--- src/rtl/genetic_pkg.sv ---
// Shared types and constants for the serially loaded evolvable LUT grid.
//   tt_t    : 16-entry truth table of one 4-input cell
//   IDX_*   : bit position of each neighbour inside the 4-bit LUT index
//   state_t : evaluation FSM states
package genetic_pkg;

    typedef logic [15:0] tt_t;

    localparam int IDX_LEFT  = 0;
    localparam int IDX_DOWN  = 1;
    localparam int IDX_RIGHT = 2;
    localparam int IDX_UP    = 3;

    typedef enum logic [1:0] {IDLE, SETTLE, DONE} state_t;

endpackage

--- src/rtl/genetic_grid_serial_if.sv ---
// Handshake bundle of the grid: genotype stream (cfg_*), evaluation request
// (eval_*, inp, settle_cycles) and result channel (out_*).
//   master : genotype source / evaluator side
//   slave  : the grid
interface genetic_grid_serial_if #(
    parameter int ROWS     = 4,
    parameter int N_OUT    = 1,
    parameter int SETTLE_W = 4
);
    logic                cfg_valid;
    logic                cfg_ready;
    logic [15:0]         cfg_data;
    logic                cfg_done;
    logic                eval_valid;
    logic                eval_ready;
    logic [ROWS-1:0]     inp;
    logic [SETTLE_W-1:0] settle_cycles;
    logic                out_valid;
    logic                out_ready;
    logic [N_OUT-1:0]    out;
    logic                out_stable;

    modport master (
        output cfg_valid, cfg_data, eval_valid, inp, settle_cycles, out_ready,
        input  cfg_ready, cfg_done, eval_ready, out_valid, out, out_stable
    );

    modport slave (
        input  cfg_valid, cfg_data, eval_valid, inp, settle_cycles, out_ready,
        output cfg_ready, cfg_done, eval_ready, out_valid, out, out_stable
    );
endinterface

--- src/rtl/ge_cell.sv ---
// Registered 4-input LUT cell.
//   tt       : active truth table
//   up/right/down/left : registered neighbour values (boundary tied off by parent)
//   clr      : synchronous clear to 0 (start of an evaluation)
//   upd      : take one grid step
//   q        : cell register
//   changed  : next value differs from q (meaningful while upd)
module ge_cell
    import genetic_pkg::*;
(
    input  logic clk,
    input  logic rst_n,
    input  tt_t  tt,
    input  logic up,
    input  logic right,
    input  logic down,
    input  logic left,
    input  logic clr,
    input  logic upd,
    output logic q,
    output logic changed
);
    logic [3:0] idx;
    logic       nxt;

    always_comb begin
        idx            = '0;
        idx[IDX_UP]    = up;
        idx[IDX_RIGHT] = right;
        idx[IDX_DOWN]  = down;
        idx[IDX_LEFT]  = left;
    end

    assign nxt     = tt[idx];
    assign changed = nxt ^ q;

    always_ff @(posedge clk or negedge rst_n) begin
        if (!rst_n)   q <= 1'b0;
        else if (clr) q <= 1'b0;
        else if (upd) q <= nxt;
    end
endmodule

--- src/rtl/genetic_grid_serial.sv ---
// ROWS x COLS grid of registered LUT cells with serial genotype load.
//   clk, rst_n : clock, async active-low reset
//   bus        : cfg stream into a shadow bank, eval request, result channel
// Beats 0..NCELL-1 carry truth tables (row-major), then N_OUT selector beats.
// The shadow bank is committed only while the eval FSM is IDLE, so a
// running evaluation always sees one consistent genotype.
module genetic_grid_serial
    import genetic_pkg::*;
#(
    parameter int ROWS     = 4,
    parameter int COLS     = 4,
    parameter int N_OUT    = 1,
    parameter int SETTLE_W = 4
) (
    input logic clk,
    input logic rst_n,
    genetic_grid_serial_if.slave bus
);
    localparam int NCELL     = ROWS * COLS;
    localparam int SEL_W     = $clog2(NCELL + 1);
    localparam int CFG_BEATS = NCELL + N_OUT;
    localparam int CNT_W     = $clog2(CFG_BEATS);

    tt_t              shadow_tt  [NCELL];
    tt_t              act_tt     [NCELL];
    logic [SEL_W-1:0] shadow_sel [N_OUT];
    logic [SEL_W-1:0] act_sel    [N_OUT];

    logic [CNT_W-1:0]    cfg_cnt;
    logic                pending, cfg_done_r;
    state_t              state, state_nxt;
    logic [SETTLE_W-1:0] cnt;
    logic [ROWS-1:0]     inp_l;
    logic [NCELL-1:0]    q, chg;
    logic [N_OUT-1:0]    out_mux, out_hold;
    logic                stable_r;
    logic                cfg_acc, eval_acc, commit, last_beat, upd;

    assign commit    = pending && (state == IDLE);
    assign cfg_acc   = bus.cfg_valid && !pending;
    assign eval_acc  = bus.eval_valid && bus.eval_ready;
    assign last_beat = cfg_acc && (cfg_cnt == CNT_W'(CFG_BEATS - 1));
    assign upd       = (state == SETTLE);

    assign bus.cfg_ready  = !pending;
    // A pending commit blocks new evaluations so it lands before the next run.
    assign bus.eval_ready = (state == IDLE) && !pending;
    assign bus.cfg_done   = cfg_done_r;
    assign bus.out_valid  = (state == DONE);
    assign bus.out_stable = stable_r;
    // Live mux in DONE; afterwards the captured copy keeps the result steady
    // even if a commit changes the selectors or a new run clears the cells.
    assign bus.out        = (state == DONE) ? out_mux : out_hold;

    // Genotype load / commit
    always_ff @(posedge clk or negedge rst_n) begin
        if (!rst_n) begin
            cfg_cnt    <= '0;
            pending    <= 1'b0;
            cfg_done_r <= 1'b0;
            for (int k = 0; k < NCELL; k++) begin
                shadow_tt[k] <= '0;
                act_tt[k]    <= '0;
            end
            for (int j = 0; j < N_OUT; j++) begin
                shadow_sel[j] <= '0;
                act_sel[j]    <= '0;
            end
        end else begin
            cfg_done_r <= commit;
            if (cfg_acc) begin
                for (int k = 0; k < NCELL; k++)
                    if (cfg_cnt == CNT_W'(k)) shadow_tt[k] <= bus.cfg_data;
                for (int j = 0; j < N_OUT; j++)
                    if (cfg_cnt == CNT_W'(NCELL + j)) shadow_sel[j] <= bus.cfg_data[SEL_W-1:0];
                cfg_cnt <= last_beat ? '0 : cfg_cnt + CNT_W'(1);
            end
            if (last_beat)   pending <= 1'b1;
            else if (commit) pending <= 1'b0;
            if (commit) begin
                act_tt  <= shadow_tt;
                act_sel <= shadow_sel;
            end
        end
    end

    // Eval FSM
    always_ff @(posedge clk or negedge rst_n) begin
        if (!rst_n) state <= IDLE;
        else        state <= state_nxt;
    end

    always_comb begin
        state_nxt = state;
        case (state)
            IDLE:    if (eval_acc) state_nxt = SETTLE;
            SETTLE:  if (cnt == SETTLE_W'(1)) state_nxt = DONE;
            DONE:    if (bus.out_ready) state_nxt = IDLE;
            default: state_nxt = IDLE;
        endcase
    end

    always_ff @(posedge clk or negedge rst_n) begin
        if (!rst_n) begin
            cnt      <= '0;
            inp_l    <= '0;
            out_hold <= '0;
            stable_r <= 1'b0;
        end else begin
            if (eval_acc) begin
                inp_l <= bus.inp;
                cnt   <= (bus.settle_cycles == '0) ? SETTLE_W'(1) : bus.settle_cycles;
            end else if (state == SETTLE) begin
                cnt <= cnt - SETTLE_W'(1);
                if (cnt == SETTLE_W'(1)) stable_r <= !(|chg);
            end
            if (state == DONE) out_hold <= out_mux;
        end
    end

    // Output selectors; an out-of-range selector matches no cell and reads 0.
    always_comb begin
        out_mux = '0;
        for (int j = 0; j < N_OUT; j++)
            for (int k = 0; k < NCELL; k++)
                if (act_sel[j] == SEL_W'(k)) out_mux[j] = q[k];
    end

    for (genvar r = 0; r < ROWS; r++) begin : g_row
        for (genvar c = 0; c < COLS; c++) begin : g_col
            localparam int K = r * COLS + c;
            logic up, rt, dn, lf;
            if (r == 0)        begin : g_up assign up = 1'b0;        end
            else               begin : g_up assign up = q[K-COLS];   end
            if (c == COLS - 1) begin : g_rt assign rt = 1'b0;        end
            else               begin : g_rt assign rt = q[K+1];      end
            if (r == ROWS - 1) begin : g_dn assign dn = 1'b0;        end
            else               begin : g_dn assign dn = q[K+COLS];   end
            if (c == 0)        begin : g_lf assign lf = inp_l[r];    end
            else               begin : g_lf assign lf = q[K-1];      end

            ge_cell u_cell (
                .clk     (clk),
                .rst_n   (rst_n),
                .tt      (act_tt[K]),
                .up      (up),
                .right   (rt),
                .down    (dn),
                .left    (lf),
                .clr     (eval_acc),
                .upd     (upd),
                .q       (q[K]),
                .changed (chg[K])
            );
        end
    end
endmodule

--- src/flat_wrapper.sv ---
// flat-port wrapper written by rule: the top's interface ports become plain ports
module genetic_grid_serial_flat import genetic_pkg::*;
#(
    parameter int ROWS     = 4,
    parameter int COLS     = 4,
    parameter int N_OUT    = 1,
    parameter int SETTLE_W = 4
)
  (clk, rst_n, bus_cfg_valid, bus_cfg_data, bus_eval_valid, bus_inp, bus_settle_cycles, bus_out_ready, bus_cfg_ready, bus_cfg_done, bus_eval_ready, bus_out_valid, bus_out, bus_out_stable);
  genetic_grid_serial_if #(.ROWS(ROWS), .N_OUT(N_OUT), .SETTLE_W(SETTLE_W)) bus_i ();
  input logic clk;
  input logic rst_n;
  input wire logic [$bits(bus_i.cfg_valid)-1:0] bus_cfg_valid;
  input wire logic [$bits(bus_i.cfg_data)-1:0] bus_cfg_data;
  input wire logic [$bits(bus_i.eval_valid)-1:0] bus_eval_valid;
  input wire logic [$bits(bus_i.inp)-1:0] bus_inp;
  input wire logic [$bits(bus_i.settle_cycles)-1:0] bus_settle_cycles;
  input wire logic [$bits(bus_i.out_ready)-1:0] bus_out_ready;
  output wire logic [$bits(bus_i.cfg_ready)-1:0] bus_cfg_ready;
  output wire logic [$bits(bus_i.cfg_done)-1:0] bus_cfg_done;
  output wire logic [$bits(bus_i.eval_ready)-1:0] bus_eval_ready;
  output wire logic [$bits(bus_i.out_valid)-1:0] bus_out_valid;
  output wire logic [$bits(bus_i.out)-1:0] bus_out;
  output wire logic [$bits(bus_i.out_stable)-1:0] bus_out_stable;
  assign bus_i.cfg_valid = bus_cfg_valid;
  assign bus_i.cfg_data = bus_cfg_data;
  assign bus_i.eval_valid = bus_eval_valid;
  assign bus_i.inp = bus_inp;
  assign bus_i.settle_cycles = bus_settle_cycles;
  assign bus_i.out_ready = bus_out_ready;
  assign bus_cfg_ready = bus_i.cfg_ready;
  assign bus_cfg_done = bus_i.cfg_done;
  assign bus_eval_ready = bus_i.eval_ready;
  assign bus_out_valid = bus_i.out_valid;
  assign bus_out = bus_i.out;
  assign bus_out_stable = bus_i.out_stable;
  genetic_grid_serial #(.ROWS(ROWS), .COLS(COLS), .N_OUT(N_OUT), .SETTLE_W(SETTLE_W)) u_core (.clk(clk), .rst_n(rst_n), .bus(bus_i));
endmodule
--- config.mk ---
export PLATFORM = sky130hd
export DESIGN_NAME = genetic_grid_serial_flat
export DESIGN_NICKNAME = d
export VERILOG_FILES = /design/src/rtl/genetic_pkg.sv /design/src/rtl/genetic_grid_serial_if.sv /design/src/rtl/ge_cell.sv /design/src/rtl/genetic_grid_serial.sv /design/src/flat_wrapper.sv
export SDC_FILE = /design/constraint.sdc
export NUM_CORES = 1
export LEC_CHECK = 0
export ABC_AREA = 1
export CAP_MARGIN = 20
export CORE_MARGIN = 8
export CORE_UTILIZATION = 55
export CTS_CLUSTER_DIAMETER = 50
export CTS_CLUSTER_SIZE = 25
export DETAILED_ROUTE_END_ITERATION = 10
export HOLD_SLACK_MARGIN = 0.12
export PLACE_DENSITY = 0.79
export SYNTH_ARGS = -nofsm -noshare
export SYNTH_HDL_FRONTEND = slang
export SYNTH_SLANG_ARGS = --single-unit
--- constraint.sdc ---
create_clock -name clk -period 1.8 [get_ports clk]
set_clock_uncertainty 0.1 [all_clocks]
set_input_delay 0.36 -clock clk [delete_from_list [all_inputs] [get_ports clk]]
set_output_delay 0.36 -clock clk [all_outputs]
set_load 0.01 [all_outputs]
## Word level (Yosys, flattened, before mapping)

Index checks and enable logic that the tools add are counted.

- Flip-flop bits (word level): 445
- Bits of input ports: 29
- Logic and storage cells: 254

- $add $sub $neg: 2
- $lt $le $gt $ge: 16
- Equality and inequality tests: 37
- Multiplexer cells: 91
- Bitwise gates (word level): 17
- Reductions and logical operators: 33

Operator list:

| operator | count |
|---|---|
| $eq A5 B4 Y1 const B | 16 |
| $mux W1 | 67 |
| $lt A4 B5 Y1 const B | 12 |
| $eq A5 B3 Y1 const B | 8 |
| $reduce_and A2 Y1 | 17 |
| $bmux W1 S3 | 8 |
| $bmux W1 S4 | 6 |
| $eq A5 B2 Y1 const B | 4 |
| $reduce_or A16 Y1 | 1 |
| $xor A1 B1 Y1 | 16 |
| $lt A3 B5 Y1 const B | 3 |
| $mux W4 | 3 |
| $eq A5 B1 Y1 const B | 2 |
| $logic_not A5 Y1 | 2 |
| $mux W2 | 3 |
| $pmux W2 S3 | 1 |
| $reduce_and A3 Y1 | 2 |
| $add A5 B1 Y5 const B | 1 |
| $eq A5 B5 Y1 const B | 1 |
| $logic_and A1 B1 Y1 | 5 |
| $lt A2 B5 Y1 const B | 1 |
| $mux W5 | 1 |
| $bmux W1 S2 | 2 |
| $eq A4 B1 Y1 const B | 1 |
| 10 further kinds | 13 |

## Depth between registers and ports, before layout

Gate-level depths: netlist of the first run.

- Depth after elaboration: 18
- Mapped depth: 13
- Depth with buffers taken out: 12

## Cells and area by module

Synthesis of the first run repeated with hierarchy kept, for this count alone.

- Cells, all modules: 3071
- Area, all modules: 24721.2 µm²

By module, submodules not included:

| module | times used | cells an instance | area an instance (µm²) | sequential area each (µm²) |
|---|---|---|---|---|
| genetic_grid_serial | 1 | 2143 | 20216.9 | 13538.0 |
| ge_cell | 16 | 58 | 281.5 | 25.0 |

## Least setup slack after synthesis of the first run

Ideal clock, no wire load.

- Path kind: reg-to-output
- Start: register u_core.g_row[2].g_col[0].u_cell.q
- End: output bus_out
- Arrival: 1.330 ns
- Path slack: 0.010 ns
- Stages on the path, launching flop included: 13
- Path buffers: 2
- Cells stage by stage: dfrtp_1 > buf_6 > buf_6 > o211ai_1 > nand2_1 > o21ai_0 > nand2_1 > nand2_1 > nand2_1 > nand2_1 > nand4_1 > nand2_1 > nand2_1

- Cells in the longest elaborated chain, start to end: 9

RTL lines:

| item | line | text |
|---|---|---|
| start, declared | ge_cell.sv:20 | `output logic q,` |
| start signal, assigned | ge_cell.sv:40 | `else if (upd) q <= nxt;` |
| $mux W1 (8 in series) | genetic_grid_serial.sv:126 | `if (act_sel[j] == SEL_W'(k)) out_mux[j] = q[k];` |
| $mux W1 | n/a |  |
| end, declared | flat_wrapper.sv:23 | `output wire logic [$bits(bus_i.out)-1:0] bus_out;` |

No other way between the ends.

## Worst setup path after layout of the first run

- Start: register u_core.act_sel[0] (netlist bit)
- End: output bus_out

- Cells in the longest elaborated chain, start to end: 18

RTL lines:

| item | line | text |
|---|---|---|
| start, declared | genetic_grid_serial.sv:27 | `logic [SEL_W-1:0] act_sel [N_OUT];` |
| start signal, assigned | genetic_grid_serial.sv:82 | `act_sel <= shadow_sel;` |
| $logic_not A5 Y1 | genetic_grid_serial.sv:126 |  |
| $mux W1 (15 in series) | genetic_grid_serial.sv:126 |  |
| $mux W1 (*) | genetic_grid_serial.sv:126 |  |
| $mux W1 (*) | n/a |  |

Every way passes the cells marked *; elsewhere a longest branch is shown, timed or not.

==> impl_metrics.json, run 1 <==
{
  "wire_per_inst_um": 21.6,
  "rsz0062_at_grt": "yes",
  "synth-async-reset-ratio_pct": 100,
  "syn-num-nets": 1938,
  "vias": 15100,
  "grt_start_max_net_pins": 69,
  "tightestPinTransition_ps": 374,
  "max_stage_delay_ps": 460,
  "final_common_cell": "nand2_1",
  "ys.warnings.count": 0,
  "htree_levels": 2,
  "cts_tree": "done",
  "r2r-end": "u_core.bus.out_stable",
  "tns_ps": -16710,
  "violations": "negative setup slack",
  "port_buffers": 34,
  "place_hpwl_um": 28500,
  "drt_pass1_iterations": 6,
  "yosysUniqueCellTypes": 34,
  "dieArea_um2": 35400,
  "antenna_found_initial": 1,
  "relSlewSlack_pct": 75.1,
  "vias_per_cell": 6.03,
  "ant_nets": 0,
  "cpMostUsedCell": "nand2_1",
  "synth_edf_count": 0,
  "grt.total_usage_pct": 25.1,
  "end_kind": "output pin",
  "cts.sinks": 381,
  "ff2ff_setup_slack_ps": -330,
  "crit_type": "reg -> out",
  "grt_use_met2_pct": 39.9,
  "clock_latency_ps": 540,
  "synth_area_leader_cell": "dfrtp_1",
  "power_mw": 36.6,
  "crit_path_cell_trace": "o21ai_0 > a21oi_1 > o21ai_1 > nand2_1 > nand2_1 > nand2_1 > nand2_1 > nand4_1 > nand2_1 > nand2_1 > buf_2",
  "clk_pin_slew_worst_paths_ps": 90,
  "met1_usage_pct": 33.2,
  "syn_area_um2": 16300,
  "post-route-period-util_pct": 136,
  "syn_inst": 1902,
  "start_kind": "register",
  "grt_first_pass_wirelength_um": 70900,
  "synth_seq_area_share_pct": 58.6,
  "final_cell_mix": "nand2_1, dfrtp_1, o21ai_0",
  "fin_crit_ps": 2450,
  "synthTopCellsByArea": "dfrtp_1, nand2_1, o21ai_0",
  "clockBufferDepth": 3,
  "max_freq_mhz": 408,
  "drc": 0,
  "fp.dieH_um": 188,
  "setup_viol": 195,
  "r2r_cells": 10,
  "cp.required_ps": 1340,
  "startpoint": "u_core.act_sel[0]",
  "status": "finished with violations",
  "r2r-start": "u_core.g_row[2].g_col[1].u_cell.q",
  "rows": 63,
  "cts_buffers": 36,
  "worstPathArrival_ps": 1990,
  "leakagePower_nw": 10.8,
  "grt-busiest-layer": "met2",
  "pwr_density_cell_nw_per_um2": 1690,
  "die_w_um": 188,
  "crit_slowest_cell": "dfrtp_2",
  "area.growth.synth_to_final_pct": 33.5,
  "io_pins": 35,
  "maxCapViolations": 0,
  "coreArea_um2": 29400,
  "fin_ws_ps": -651,
  "path_max_fanout": 6,
  "synth_top_area_share_pct": 58.6,
  "gp_congestion": 0.888,
  "vdd_drop_max_uv": 751,
  "routed_wl_um": 54100,
  "hold_viol": 0,
  "grt_pass1_vias": 13400,
  "ys.flop_type": "dfrtp_1",
  "slew_viol_final": 0,
  "syn_area_per_cell_um2": 8.56,
  "root_buffer": "clkbuf_16",
  "grt.overflow.total": 0,
  "met3_usage_pct": 5.09,
  "drtIter0Drc": 1978,
  "layout-drive-gt1-share_pct": 26.5,
  "start_util_pct": 55.4,
  "final_nets": 2124,
  "ys_ff_latch": 381,
  "min_path_type": "in -> async"
}
==> kinds of logic after synthesis <==
kind of cell    count (synthesis)  synth area share, %
flops                         381                 58.6
fa+ha+maj                       7                0.538
buf+inv                       289                 7.67
simple gates                  830                 20.5
compound gates                391                 12.6
xor+xnor                        4                0.215
==> synthesized netlist by cell type (2+ instances only) <==
master	count
nand2_2	5
nor2_2	2
dfrtp_1	381
a21oi_1	18
buf_2	33
o211ai_1	17
buf_6	12
o22ai_1	11
o21ai_0	336
ha_1	7
clkbuf_1	51
nor3_1	6
buf_4	8
nor2_1	33
inv_1	173
xor2_1	4
inv_2	10
nand2_1	656
nand4_1	3
nand3_2	4
nand3_1	119
==> worst max-delay path, delay by kind of cell, from the launching register on <==
kind	cells	cell delay [ps]
flops	1	460
compound gates	3	450
simple gates	7	420
buf+inv	1	150
==> layer usage <==
metal	routed length [µm]	up-vias
met3	5680	298
met4	3540	0
li1	-	6474
met1	19700	7348
met5	0	-
met2	25200	1002
==> state kept, by name, summed over array words and instances, names as in the netlist <==
register,count
u_core.act_sel,5
u_core.act_tt,168
u_core.bus.cfg_done,1
u_core.bus.out_stable,1
u_core.cfg_cnt,5
u_core.cnt,4
u_core.g_row.g_col.u_cell.q,16
u_core.inp_l,4
u_core.out_hold,1
u_core.pending,1
u_core.shadow_sel,5
u_core.shadow_tt,168
u_core.state,2
==> metrics by stage <==
stage                     utilization, %  std cells  worst slack [ps]  instance area, µm²  hold slack, ps
final                               73.9       2508              -651               21700             170
after global routing                73.9       2506              -744               21700             186
after CTS                           66.5       2448              -597               19600             175
after detailed placement            61.8       2374              -503               18200             145
after global placement              61.8       2374              -507               18200             143
after floorplan                        -       1902              10.3               16300           -35.6
==> power by group <==
part | total, mW | internal [mW] | switching (mW) | leakage [nW]
Clock | 8.23 | 4.66 | 3.57 | 0.615
Combinational | 14.6 | 6.08 | 8.47 | 5.13
Sequential | 13.9 | 11.7 | 2.16 | 5.09
Total | 36.6 | 22.4 | 14.2 | 10.8
==> worst max-delay path by stage <==
stage,endpoint,slack (ps)
after global routing,bus_out,-740
after detailed placement,bus_out,-500
after global placement,bus_out,-510
after floorplan,bus_out,10
after CTS,bus_out,-600
final,bus_out,-650
==> final cells by class <==
cell class / count / area [µm²]
multi-input cells: 1232 / 6420
diodes: 2 / 5.00
fillers: 1771 / 7660
clock inverters: 25 / 325
inverters: 185 / 724
clock buffers: 41 / 951
flip-flops and latches: 381 / 9540
well taps: 390 / 488
repair buffers: 252 / 3280
==> repair_timing <==
action	4_1_cts	5_1_grt
hold buffers	1	0
setup buffers	7	16
gates resized for setup	50	464
pin swaps	4	44
endpoints found under the setup margin	12	244
gates cloned	0	45
endpoints found under the hold margin	381	0
No activity file was read; power rests on OpenSTA's default activity.
==> run 2, diff against run 1 <==
CTS_CLUSTER_SIZE = not set   (was 25)
==> run 2 against run 1 <==
The flow still finishes with violations (negative setup slack); sequential share of layout area up 0.66 points; flip-flop and latch count unchanged; setup slack worse by 61 ps; core utilization down 1.1 points; maximum frequency down 2.4%; non-clock buffer count down 6.
==> impl_metrics.json, run 2 (synthesis gave the netlist of run 1 again) <==
{
  "place_hpwl_um": 28500,
  "cts_tree": "done",
  "violations": "negative setup slack",
  "tightestPinTransition_ps": 367,
  "startpoint": "u_core.act_sel[0]",
  "fin_crit_ps": 2510,
  "layout-drive-gt1-share_pct": 22.7,
  "cp.required_ps": 1340,
  "cts.sinks": 381,
  "vias": 15000,
  "drt_pass1_iterations": 6,
  "die_w_um": 188,
  "wl_met3_um": 5540,
  "min_path_type": "in -> async",
  "coreArea_um2": 29400,
  "start_util_pct": 55.4,
  "grt.overflow.total": 0,
  "area.growth.synth_to_final_pct": 31.6,
  "p_int_mw": 22.9,
  "fin_hold_ws_ps": 165,
  "cts_buffers": 40,
  "crit_type": "reg -> out",
  "rsz0062_at_grt": "yes",
  "ant_nets": 0,
  "crit_slowest_cell": "dfrtp_2",
  "p_seq_share_pct": 37.3,
  "status": "finished with violations",
  "final_cells": 2507,
  "worstPathArrival_ps": 2050,
  "maxCapViolations": 0,
  "wl_met2_um": 25100,
  "dieArea_um2": 35400,
  "fin_ws_ps": -713,
  "critical_path_buf_inv_count": 3,
  "rows": 63,
  "path_max_fanout": 6,
  "end_kind": "output pin",
  "final_cell_mix": "nand2_1, dfrtp_1, o21ai_0",
  "r2r-start": "u_core.g_row[2].g_col[1].u_cell.q",
  "gp_congestion": 0.888,
  "grt_first_pass_wirelength_um": 71600,
  "final_common_cell": "nand2_1",
  "clock_latency_ps": 560,
  "clockBufferDepth": 3,
  "grt.total_usage_pct": 25.3,
  "drc": 0,
  "switchingPower_mw": 13.8,
  "reg_top3": "u_core.act_tt (168), u_core.shadow_tt (168), u_core.g_row.g_col.u_cell.q (16)",
  "top_layer": "met4",
  "power_frac_clock_pct": 24.1,
  "grt_start_max_net_pins": 69,
  "grt_pass1_vias": 13500,
  "drtIter0Drc": 1948,
  "vdd_drop_max_uv": 743,
  "antenna_found_initial": 0,
  "leakagePower_nw": 10.5,
  "max_stage_delay_ps": 460,
  "crit_path_cell_trace": "buf_6 > buf_4 > a21oi_1 > o21ai_1 > nand2_1 > o21ai_1 > nand2_1 > nand4_1 > nand2_1 > nand2_1 > buf_2",
  "hold_viol": 0,
  "cpMostUsedCell": "nand2_1",
  "final_nets": 2122,
  "routed_wl_um": 53200,
  "relSlewSlack_pct": 75.3,
  "clk_pin_slew_worst_paths_ps": 60,
  "post-place-ws_ps": -503,
  "max_freq_mhz": 398,
  "crit_family": "flip-flops",
  "pwr_density_cell_nw_per_um2": 1720,
  "wire_per_inst_um": 21.2,
  "start_kind": "register",
  "fp.dieH_um": 188,
  "vias_per_cell": 5.98,
  "wl_met1_um": 19600,
  "setup_viol": 172,
  "placed_cells": 2374,
  "p_comb_share_pct": 38.6,
  "antennaDiodeCount": 0,
  "root_buffer": "clkbuf_16",
  "htree_levels": 2,
  "post-route-period-util_pct": 140,
  "slew_viol_final": 0,
  "sw_frac_of_total_pct": 37.6,
  "port_buffers": 34,
  "io_pins": 35
}
run 2: cell type report:
cell class,instances,area (µm²)
Timing Repair Buffer,246,3150
Tap cell,390,488
Clock inverter,20,290
Multi-Input combinational cell,1232,6090
Inverter,185,727
Fill cell,1854,7980
Clock buffer,53,1130
Sequential cell,381,9540
run 2: path summary, 6_finish.rpt:
path | end | slack [ps] | cells after the start
max in group asynchronous | u_core.g_row[3].g_col[2].u_cell.q | 750 | 3
worst max-delay path | bus_out | -710 | 11
worst min-delay path | u_core.shadow_tt[182] | 160 | 2
min in group clk | u_core.inp_l[1] | 290 | 3
worst max register to register | u_core.bus.out_stable | -280 | 9
worst min register to register | u_core.act_tt[74] | 370 | 2
run 2: metrics by stage:
stage	total power [mW]	util (%)	TNS [ps]	cell area, µm²
after global routing	38.5	72.9	-18420	21400
after global placement	23.8	61.8	-21560	18200
after floorplan	19.8	-	0	16300
after detailed placement	24.4	61.8	-22240	18200
final	36.8	72.9	-10540	21400
after CTS	33.5	67.0	-4700	19700
run 2: per-layer routing:
metal	global-route usage, %	up-vias
met5	0	-
met4	10.5	0
met3	4.05	254
met2	40.5	969
met1	34.1	7314
li1	-	6453
run 2: timing repair:
item / 4_1_cts / 5_1_grt
endpoints found under the hold margin: 381 / 0
gates cloned: 0 / 41
hold buffers: 1 / 0
resized for setup: 53 / 321
buffers inserted: 8 / 13
setup endpoints to repair: 19 / 249
pin swaps: 6 / 18
run 2: power groups by stage:
stage | Combinational (mW) | Sequential [mW] | Clock [mW]
after detailed placement | 11.0 | 13.4 | 0
after floorplan | 6.88 | 12.9 | 0
after global placement | 10.5 | 13.3 | 0
final | 14.2 | 13.7 | 8.88
after global routing | 15.3 | 13.9 | 9.25
after CTS | 11.3 | 13.3 | 8.86
==> run 3, diff against run 2 <==
CORE_MARGIN = 3   (was 8)
==> run 3 against run 2 <==
The run still ends with negative setup slack left; core utilization shrank 4.5 points; first-iteration DRC count shrank 24%; global-route usage grew 3.6 points; critical path type unchanged; critical endpoint unchanged; highest routed layer unchanged.
==> impl_metrics.json, run 3 (synthesis gave the netlist of run 1 again) <==
{
  "rows": 62,
  "routed_wl_um": 44800,
  "final_cells": 2436,
  "pwr_density_cell_nw_per_um2": 1700,
  "fin_crit_ps": 2460,
  "final_common_cell": "nand2_1",
  "r2r-end": "u_core.bus.out_stable",
  "grt.total_usage_pct": 28.9,
  "fp.dieH_um": 178,
  "fin_util_pct": 68.4,
  "tns_ps": -919,
  "violations": "negative setup slack",
  "antenna_found_initial": 0,
  "cts_tree": "done",
  "tightestPinTransition_ps": 462,
  "port_buffers": 34,
  "start_util_pct": 56.3,
  "drc": 0,
  "maxCapViolations": 0,
  "ant_nets": 0,
  "ff2ff_setup_slack_ps": -110,
  "vias_per_cell": 5.67,
  "reg_top3": "u_core.act_tt (168), u_core.shadow_tt (168), u_core.g_row.g_col.u_cell.q (16)",
  "cts.sinks": 381,
  "grt_start_max_net_pins": 72,
  "place_hpwl_um": 28000,
  "antennaDiodeCount": 0,
  "cp.required_ps": 1340,
  "final_cell_mix": "nand2_1, dfrtp_1, o21ai_0",
  "fin_hold_ws_ps": 248,
  "max_freq_mhz": 407,
  "die_w_um": 178,
  "cts_buffers": 41,
  "status": "finished with violations",
  "r2r-start": "u_core.g_row[1].g_col[1].u_cell.q",
  "htree_levels": 2,
  "vdd_drop_max_uv": 881,
  "root_buffer": "clkbuf_16",
  "r2r_cells": 13,
  "placed_cells": 2352,
  "worstPathArrival_ps": 2000,
  "start_kind": "register",
  "io_pins": 35,
  "grt.overflow.total": 0,
  "drtIter0Drc": 1483,
  "leakagePower_nw": 9.62,
  "setup_viol": 3,
  "layout-drive-gt1-share_pct": 14.6,
  "path_max_fanout": 8,
  "rsz0062_at_grt": "yes",
  "hold_viol": 0,
  "slew_viol_final": 0,
  "dieArea_um2": 31700,
  "crit_type": "reg -> out",
  "final_nets": 2060,
  "gp_congestion": 0.904,
  "post-route-period-util_pct": 136,
  "area.growth.synth_to_final_pct": 21.5,
  "fin_ws_ps": -656,
  "clk_pin_slew_worst_paths_ps": 60,
  "grt_pass1_vias": 13500,
  "end_kind": "output pin",
  "min_path_type": "in -> async",
  "grt_first_pass_wirelength_um": 71600,
  "relSlewSlack_pct": 69.2,
  "coreArea_um2": 28900,
  "wire_per_inst_um": 18.4,
  "clockBufferDepth": 3,
  "vias": 13800,
  "drt_pass1_iterations": 5,
  "clock_latency_ps": 530
}
-- run 3: cell count changes in the layout (fill, tap and decap cells not counted), moves of 29 or more --
cell and delta:
o21ai_1 -64, clkbuf_16 -29, nand2_2 -75, nand2_1 +85, o21ai_0 +99, o21ai_2 -35
-- run 3: final cells by class --
| type | count | area (µm²) |
|---|---|---|
| sequential | 381 | 9540 |
| clock inverter | 12 | 121 |
| inverter | 185 | 722 |
| tap | 384 | 480 |
| timing repair buffer | 183 | 1990 |
| multi-input combinational | 1232 | 5700 |
| fill | 2110 | 9160 |
| clock buffer | 59 | 1220 |
-- run 3: per-layer routing --
layer / GRT usage (%) / share of wire, %
met2: 45.7 / 47
met5: 0 / 0
met3: 5.17 / 8.3
met1: 40.2 / 41
met4: 10.9 / 3.6
-- run 3: critical path, cell delays in order, from the launching register on --
cell and delay [ps]:
dfrtp_2 460, o211ai_1 200, nand2_1 90, o21ai_2 120, nand2_1 60, nand2_1 50, nand2_1 40, nand2_1 50
nand4_1 80, nand2_1 90, nand2_1 70, buf_2 140
-- run 3: repair_timing --
item,CTS,global route
endpoints found under the hold margin,381,0
hold buffers,1,0
setup buffers,4,10
gates resized for setup,51,66
endpoints found under the setup margin,31,112
pin swaps,7,19
-- run 3: stage by stage --
stage | cell area [µm²] | setup WS, ps | power (mW)
after global placement | 18000 | -526 | 23.6
after detailed placement | 18000 | -583 | 24.1
after global routing | 19800 | -788 | 35.8
after CTS | 19500 | -639 | 32.8
final | 19800 | -656 | 33.7
after floorplan | 16300 | 10.3 | 19.8
-- run 3: worst max path at each step --
stage / start / end / slack [ps] / depth (start not counted)
after floorplan: u_core.g_row[2].g_col[0].u_cell.q / bus_out / 10 / 12
after global placement: u_core.act_sel[0] / bus_out / -530 / 12
after detailed placement: u_core.act_sel[0] / bus_out / -580 / 12
after CTS: u_core.act_sel[0] / bus_out / -640 / 11
after global routing: u_core.act_sel[0] / bus_out / -790 / 11
final: u_core.act_sel[0] / bus_out / -660 / 11
-- run 3: report_power, final --
| group | total (mW) | internal, mW | switching, mW |
|---|---|---|---|
| clock | 8.31 | 4.89 | 3.42 |
| combinational | 12.0 | 4.78 | 7.22 |
| sequential | 13.4 | 11.7 | 1.71 |
| total | 33.7 | 21.4 | 12.4 |
